<file path="src/rtl/pwm_ctrl_pkg.sv">
// Shared definitions for the PWM duty ramp controller: state encoding and
// duty/period constants common to the controller and its period timer.
package pwm_ctrl_pkg;

  localparam int DUTY_W_DEF = 8;
  localparam int PWM_PERIOD = 1 << DUTY_W_DEF;

  typedef enum logic [1:0] {
    ST_IDLE  = 2'd0,
    ST_RAMP  = 2'd1,
    ST_HOLD  = 2'd2,
    ST_FAULT = 2'd3
  } ctrl_state_t;

endpackage

</file>
<file path="src/rtl/pwm_period_timer.sv">
// Free-running phase counter that tracks the pwm block's counter, a registered
// end-of-period pulse, and a period divider that produces the ramp step event.
module pwm_period_timer
  import pwm_ctrl_pkg::*;
#(
  parameter int DUTY_W = DUTY_W_DEF,
  parameter int DIV    = 4
) (
  input  logic clk,
  input  logic rst_n,
  input  logic div_clr,
  output logic period_tick,
  output logic step_evt
);

  localparam int DIV_W = (DIV > 1) ? $clog2(DIV) : 1;
  localparam logic [DIV_W-1:0] DIV_LAST = DIV_W'(DIV - 1);

  logic [DUTY_W-1:0] phase;
  logic [DIV_W-1:0]  div_cnt;

  // NOTE: registered state uses non-blocking assignments so every flop samples
  // pre-edge values regardless of statement order.
  always_ff @(posedge clk or negedge rst_n) begin
    if (!rst_n) begin
      phase       <= '0;
      period_tick <= 1'b0;
    end else begin
      phase       <= phase + DUTY_W'(1);
      period_tick <= (phase == '1);
    end
  end

  // A command accept restarts the divider even if a tick lands on the same edge.
  always_ff @(posedge clk or negedge rst_n) begin
    if (!rst_n) begin
      div_cnt <= '0;
    end else if (div_clr) begin
      div_cnt <= '0;
    end else if (period_tick) begin
      div_cnt <= (div_cnt == DIV_LAST) ? '0 : div_cnt + DIV_W'(1);
    end
  end

  assign step_evt = period_tick && (div_cnt == DIV_LAST);

endmodule

</file>
<file path="src/rtl/pwm_ramp_ctrl.sv">
// Soft-start / slew-rate controller: walks the pwm duty toward a commanded
// target by STEP every DIV PWM periods, with an immediate fault force-to-zero.
module pwm_ramp_ctrl
  import pwm_ctrl_pkg::*;
#(
  parameter int DUTY_W = DUTY_W_DEF,
  parameter int STEP   = 1,
  parameter int DIV    = 4
) (
  input  logic              clk,
  input  logic              rst_n,
  input  logic              cmd_valid,
  input  logic [DUTY_W-1:0] cmd_duty,
  output logic              cmd_ready,
  input  logic              fault,
  input  logic              fault_clr,
  output logic [DUTY_W-1:0] PW,
  output logic              period_tick,
  output logic              busy,
  output logic              at_target,
  output logic              fault_active
);

  localparam logic [DUTY_W:0] STEP_X = (DUTY_W + 1)'(STEP);

  ctrl_state_t       state, state_nxt;
  logic [DUTY_W-1:0] target, target_nxt, pw_nxt, step_val;
  logic              accept, step_evt;

  logic        [DUTY_W:0]   up_sum;
  logic signed [DUTY_W+1:0] dn_diff;

  assign cmd_ready    = (state != ST_FAULT);
  assign accept       = cmd_valid && cmd_ready && !fault;
  assign busy         = (state == ST_RAMP);
  assign at_target    = (state == ST_IDLE) || (state == ST_HOLD);
  assign fault_active = (state == ST_FAULT);

  pwm_period_timer #(
    .DUTY_W (DUTY_W),
    .DIV    (DIV)
  ) u_timer (
    .clk         (clk),
    .rst_n       (rst_n),
    .div_clr     (accept),
    .period_tick (period_tick),
    .step_evt    (step_evt)
  );

  // Extra headroom bits keep the step from wrapping past full scale or below zero.
  always_comb begin
    up_sum   = {1'b0, PW} + STEP_X;
    dn_diff  = $signed({2'b00, PW}) - $signed({1'b0, STEP_X});
    step_val = target;
    if (target > PW) begin
      if (up_sum < {1'b0, target}) step_val = up_sum[DUTY_W-1:0];
    end else if (target < PW) begin
      if (dn_diff > $signed({2'b00, target})) step_val = dn_diff[DUTY_W-1:0];
    end
  end

  // Priority: fault, then FAULT-exit, then command accept, then step.
  always_comb begin
    // NOTE: every output gets a default first, so no path can infer a latch.
    state_nxt  = state;
    pw_nxt     = PW;
    target_nxt = target;
    if (fault) begin
      state_nxt  = ST_FAULT;
      pw_nxt     = '0;
      target_nxt = '0;
    end else if (state == ST_FAULT) begin
      if (fault_clr) state_nxt = ST_IDLE;
    end else if (accept) begin
      target_nxt = cmd_duty;
      state_nxt  = (cmd_duty == PW) ? ST_HOLD : ST_RAMP;
    end else if (step_evt && (state == ST_RAMP)) begin
      pw_nxt = step_val;
      if (step_val == target) state_nxt = ST_HOLD;
    end
  end

  always_ff @(posedge clk or negedge rst_n) begin
    if (!rst_n) begin
      state  <= ST_IDLE;
      PW     <= '0;
      target <= '0;
    end else begin
      state  <= state_nxt;
      PW     <= pw_nxt;
      target <= target_nxt;
    end
  end

endmodule

</file>
<file path="config.mk">
export PLATFORM = sky130hd
export DESIGN_NAME = pwm_ramp_ctrl
export DESIGN_NICKNAME = d
export VERILOG_FILES = /design/src/rtl/pwm_ctrl_pkg.sv /design/src/rtl/pwm_period_timer.sv /design/src/rtl/pwm_ramp_ctrl.sv
export SDC_FILE = /design/constraint.sdc
export NUM_CORES = 1
export LEC_CHECK = 0
export CORE_MARGIN = 8
export CORE_UTILIZATION = 46
export DETAILED_ROUTE_END_ITERATION = 10
export PLACE_DENSITY = 0.7
export REMOVE_ABC_BUFFERS = 1
export SLEW_MARGIN = 15
export SYNTH_ARGS = -nofsm -noshare
export SYNTH_HDL_FRONTEND = slang
export SYNTH_SLANG_ARGS = --single-unit
</file>
<file path="constraint.sdc">
create_clock -name clk -period 4 [get_ports clk]
set_input_delay 0.4 -clock clk [delete_from_list [all_inputs] [get_ports clk]]
set_output_delay 0.4 -clock clk [all_outputs]
set_load 0.01 [all_outputs]
</file>
Yosys cells after proc, flatten, opt, wreduce, memory -nomap -nowiden
Index checks and enable logic that the tools add are counted.
- $lt $le $gt $ge: 4
- reduce and logical (&&, ||, !) cells: 15
- mux-type cells: 21
- equality and inequality tests: 11
- add/sub/neg operators: 4
- operator list (operator ; count):
    $mux W8 ; 11
    $mux W2 ; 10
    $eq A8 B8 Y1 ; 2
    $add A8 B1 Y9 const B ; 1
    $gt A9 B9 Y1 ; 1
    $lt A9 B8 Y1 ; 1
    $sub A8 B1 Y9 const B ; 1
    $add A8 B1 Y8 const B ; 1
    $eq A8 B8 Y1 const B ; 1
    $gt A8 B8 Y1 ; 1
    $lt A8 B8 Y1 ; 1
    $reduce_bool A4 Y1 ; 2
    $eq A2 B2 Y1 const B ; 3
    $ne A2 B2 Y1 const B ; 3
    $reduce_and A3 Y1 ; 2
    $reduce_bool A2 Y1 ; 3
    $logic_and A1 B1 Y1 ; 4
    $ne A3 B3 Y1 const B ; 1
    $add A2 B1 Y2 const B ; 1
    $eq A2 B1 Y1 const B ; 1
    $logic_not A2 Y1 ; 1
    $reduce_and A2 Y1 ; 1
    $logic_not A1 Y1 ; 1
    $logic_or A1 B1 Y1 ; 1
- output and inout port bits: 13
- logic and storage cells: 61
- bits in registers: 29
- bits of input ports: 13

Logic depth before layout (Yosys ltp)
- depth in word-level cells: 11
- depth in mapped cells: 15
- depth with buffers taken out: 14

Cells and area by module
Synthesis repeated with hierarchy kept, for this count alone.
- cells, all modules: 292
- area, all modules: 2504.9 um2
- by module, submodules not included (module ; times used ; sequential area each (um2) ; cells an instance ; area an instance (um2)):
    pwm_ramp_ctrl ; 1 ; 450.4 ; 256 ; 2055.7
    pwm_period_timer ; 1 ; 275.3 ; 36 ; 449.2

Worst setup path after synthesis
OpenSTA, ideal clock, no wires.
- path kind: register to register
- from: register PW[0]
- to: register state[0]
- period minus slack after synthesis: 3764 ps
- cell stages (with the launch flop): 15
- data required time: 3880 ps
- setup slack: 236 ps
- arrival: 3644 ps
- path buffers: 1
- setup time: 120 ps
- cell sequence: dfrtp_1 > clkbuf_2 > nor3_1 > and3_1 > nand3_1 > xnor2_1 > ha_1 > nand3_1 > o31ai_1 > o211ai_4 > o32ai_1 > o221ai_1 > or4b_1 > a221o_1 > a31o_1
- word-level cells in the longest chain between the ends: 8
- elaborated cells between the ends (all ways): 18
- classes of those cells: add/sub (2); order compare (4); eq/ne (2); mux (8); reduce/logical (2)
- ends and longest elaborated chain (item ; line ; text):
    start: declaration ; pwm_ramp_ctrl.sv:17 ; output logic [DUTY_W-1:0] PW,
    start signal: assignment ; pwm_ramp_ctrl.sv:90 ; PW <= pw_nxt;
    $sub A8 B1 Y9 ; pwm_ramp_ctrl.sv:53 ; dn_diff = $signed({2'b00, PW}) - $signed({1'b0, STEP_X});
    $gt A9 B9 Y1 ; pwm_ramp_ctrl.sv:58 ; if (dn_diff > $signed({2'b00, target})) step_val = dn_diff[DUTY_W-1:0];
    $mux W8 ; pwm_ramp_ctrl.sv:58 ;
    $mux W8 ; pwm_ramp_ctrl.sv:57 ; end else if (target < PW) begin
    $mux W8 ; pwm_ramp_ctrl.sv:55 ; if (target > PW) begin
    $eq A8 B8 Y1 ; pwm_ramp_ctrl.sv:79 ; if (step_val == target) state_nxt = ST_HOLD;
    $reduce_bool A4 Y1 (no source line) ; - ;
    $reduce_and A3 Y1 (no source line) ; - ;
    end signal: assignment ; pwm_ramp_ctrl.sv:89 ; state <= state_nxt;
    end: declaration ; pwm_ramp_ctrl.sv:26 ; ctrl_state_t state, state_nxt;
Parallel ways exist; a longest one is shown, timed or not.
A chain may end at the register's enable or synchronous reset.

Worst setup path after layout
- from: register PW[1]
- to: register state[0]
Same word-level chain as after synthesis.

==> out/results.txt <==
Core area: 0.004755 mm^2
Worst Hold Class: flip-flop to flip-flop
Routability cong.: 0.8643
Leak pwr: 0.001249 uW
Core Rows: 25
Vias in the first global route: 1947
Final Hold Vio Count: 0
Placed cell areas: 0.002651 mm^2
GRT Overall Usage: 0.1589
Layout cells sized above 1: 0.1488
Initial DRT Pass Iterations: 5
Die area: 0.007435 mm^2
Critical Path AT: 3.98 ns
Clock power frac: 0.296
Worst Path Required: 4.17 ns
CTS tree: built
Global-route wire length before repair: 9308 um
Clk root buf: clkbuf_8
Reg power frac: 0.404
# diodes: 0
Antenna viol nets, final: 0
Final Total Pwr: 786.0 uW
Via count: 2025
Fin area: 0.002841 mm^2
# H-tree levels: 2
CTS max path bufs: 2
PD cells: 276.6 mW/mm^2
Total gr overflow: 0
Status: finished clean
Ys async rst share: 1.000
Layout Nets: 328
Setup WS pre-CTS: 0.1013 ns
DRT iter0 DRCs: 149
Post-Syn Area: 0.002268 mm^2
Critical path fanouts, max: 6
Setup violations, final: 0
Chip height: 86.23 um
Filler Cells Inserted: 418
Largest net degree at the start of global routing: 30
Vias per cell: 5.688
Period minus WS final: 3.817 ns
Post-route clock period utilization: 0.9543
Port buffer count: 25
Area delta synth->final: 25.26%
Commonest non-fill, non-tap cells in the layout: dfrtp_1, ha_1, clkdlybuf4s50_1
Top-area cell type share of the netlist area: 0.3199
Setup ws final: 0.1827 ns
CTS clk-pin slew, worst paths: 0.06 ns
Dominant cell type by area after synthesis: dfrtp_1
Clock latency on the worst-skew pair: 0.28 ns
Mean Syn Cell Area: 9.184 um^2
Final Skew: 0.005859 ns
Top post-synthesis cells by area: dfrtp_1, ha_1, xnor2_1
Crit path kind: flip-flop to flip-flop
# DRC: 0
CTS buffer count: 5
Final Max Slew Viols: 0
Initial Utilization: 0.4771
Post-DP HPWL: 4553 um
CP Capture Type: flip-flop
# clock sinks: 29
Register area share after synthesis: 0.3199
Comb pwr share: 0.300
Int Pwr: 524.0 uW
R2R Setup Slk: 0.18 ns
Hold slack: 0.4637 ns
Storage cell area: 728.2 um^2
Hold-fix buffers at CTS: 0
Switch share: 0.3334
Max Cap Viol: 0
Multi-input logic area: 0.001505 mm^2
Initial antenna violation count: 0
Max IR drop VDD: 0.0002181 V
Post-Route Setup TNS: 0 ns
Ys flop type: dfrtp_1
F_max: 0.2620 GHz
DR WL/cell: 16.79 um
Switching pwr: 262.0 uW
Warning count from the yosys run: 0
I/O Pins: 26
Number of flops mapped to enable cells by yosys: 0
Yosys reg bits: 29
Worst Tran Pin Value: 0.7385 ns
Yosys cell types: 49
Die width: 86.23 um
Startpoint Class: flip-flop
Max-slew headroom: 0.5076
Syn Inst Count: 247
Wirelength, routed: 5976 um
## stage by stage
step	instances	utilization
2_1_floorplan	242	-
3_3_place_gp	344	0.5576
3_5_place_dp	344	0.5576
4_1_cts	352	0.5758
5_1_grt	356	0.5976
6_report	356	0.5976
## flip-flops by register name (all words and copies together), names as in the netlist
name	count
state	2
PW	8
u_timer.phase	8
u_timer.div_cnt	2
u_timer.period_tick	1
target	8
## final cells by class
class / instances / area share
clock buffers: 5 / 0.02422
clock inverters: 3 / 0.006165
inverters: 22 / 0.02906
multi-input cells: 191 / 0.5297
flip-flops and latches: 29 / 0.2563
well taps: 67 / 0.02950
repair buffers: 39 / 0.1251
## cell usage after synthesis, drive strengths merged (6+ instances only)
master  number
xor2        13
nand2       19
a22o         8
a21oi        9
xnor2       15
nor3         7
o21ai        6
ha          27
nor2        22
nand3       10
o31ai        6
inv         22
dfrtp       29
## timing repair
item | in CTS | in global routing
resized for setup | 0 | 13
setup endpoints to repair | 0 | 2
setup buffers | 0 | 4
## final timing paths
kind / end / cells past startpoint / startpoint
setup reg to reg: state[0]$_DFFE_PN0P_ / 13 / PW[1]$_DFFE_PN0P_
min in group asynchronous: PW[4]$_DFFE_PN0P_ / 2 / rst_n
setup / recovery: state[0]$_DFFE_PN0P_ / 13 / PW[1]$_DFFE_PN0P_
hold / removal: u_timer.phase[7]$_DFF_PN0_ / 1 / u_timer.phase[7]$_DFF_PN0_
max in group asynchronous: PW[1]$_DFFE_PN0P_ / 2 / rst_n
hold reg to reg: u_timer.phase[7]$_DFF_PN0_ / 1 / u_timer.phase[7]$_DFF_PN0_
## metal layers
layer	global-route usage	vias to the layer above	part of all wire
met5	0	-	0
met1	0.2014	956	0.44
met3	0.03970	14	0.064
met4	0.04538	0	0.015
li1	-	976	-
met2	0.2603	79	0.48
## worst max-delay path: stages (launching register included)
cell	delay, ns
dfrtp_2	0.43
ha_1	0.23
nand3_2	0.15
nor3_2	0.21
xnor2_2	0.18
ha_1	0.29
a211oi_1	0.25
a31o_2	0.20
nand3b_1	0.23
o22ai_1	0.36
o22ai_1	0.12
or4b_1	0.51
a221o_1	0.32
a31o_1	0.22
## power by group through the flow
stage	logic [uW]	registers, uW	clock network [uW]
2_1_floorplan	143	317	0
4_1_cts	223	317	236
3_3_place_gp	219	322	0
6_report	236	317	233
3_5_place_dp	221	322	0
5_1_grt	257	318	253
## cell families (layout without fill, tap and decap cells)
| group | Yosys count | after routing | synth area share |
|---|---|---|---|
| compound gates | 59 | 59 | 0.2046 |
| xor+xnor | 28 | 28 | 0.1081 |
| fa+ha+maj | 27 | 27 | 0.1489 |
| buf+inv | 27 | 69 | 0.04798 |
| flops | 29 | 29 | 0.3199 |
| mux | 2 | 2 | 0.008826 |
| simple gates | 75 | 75 | 0.1616 |
Note: power is estimated with default switching activity, not from simulation.
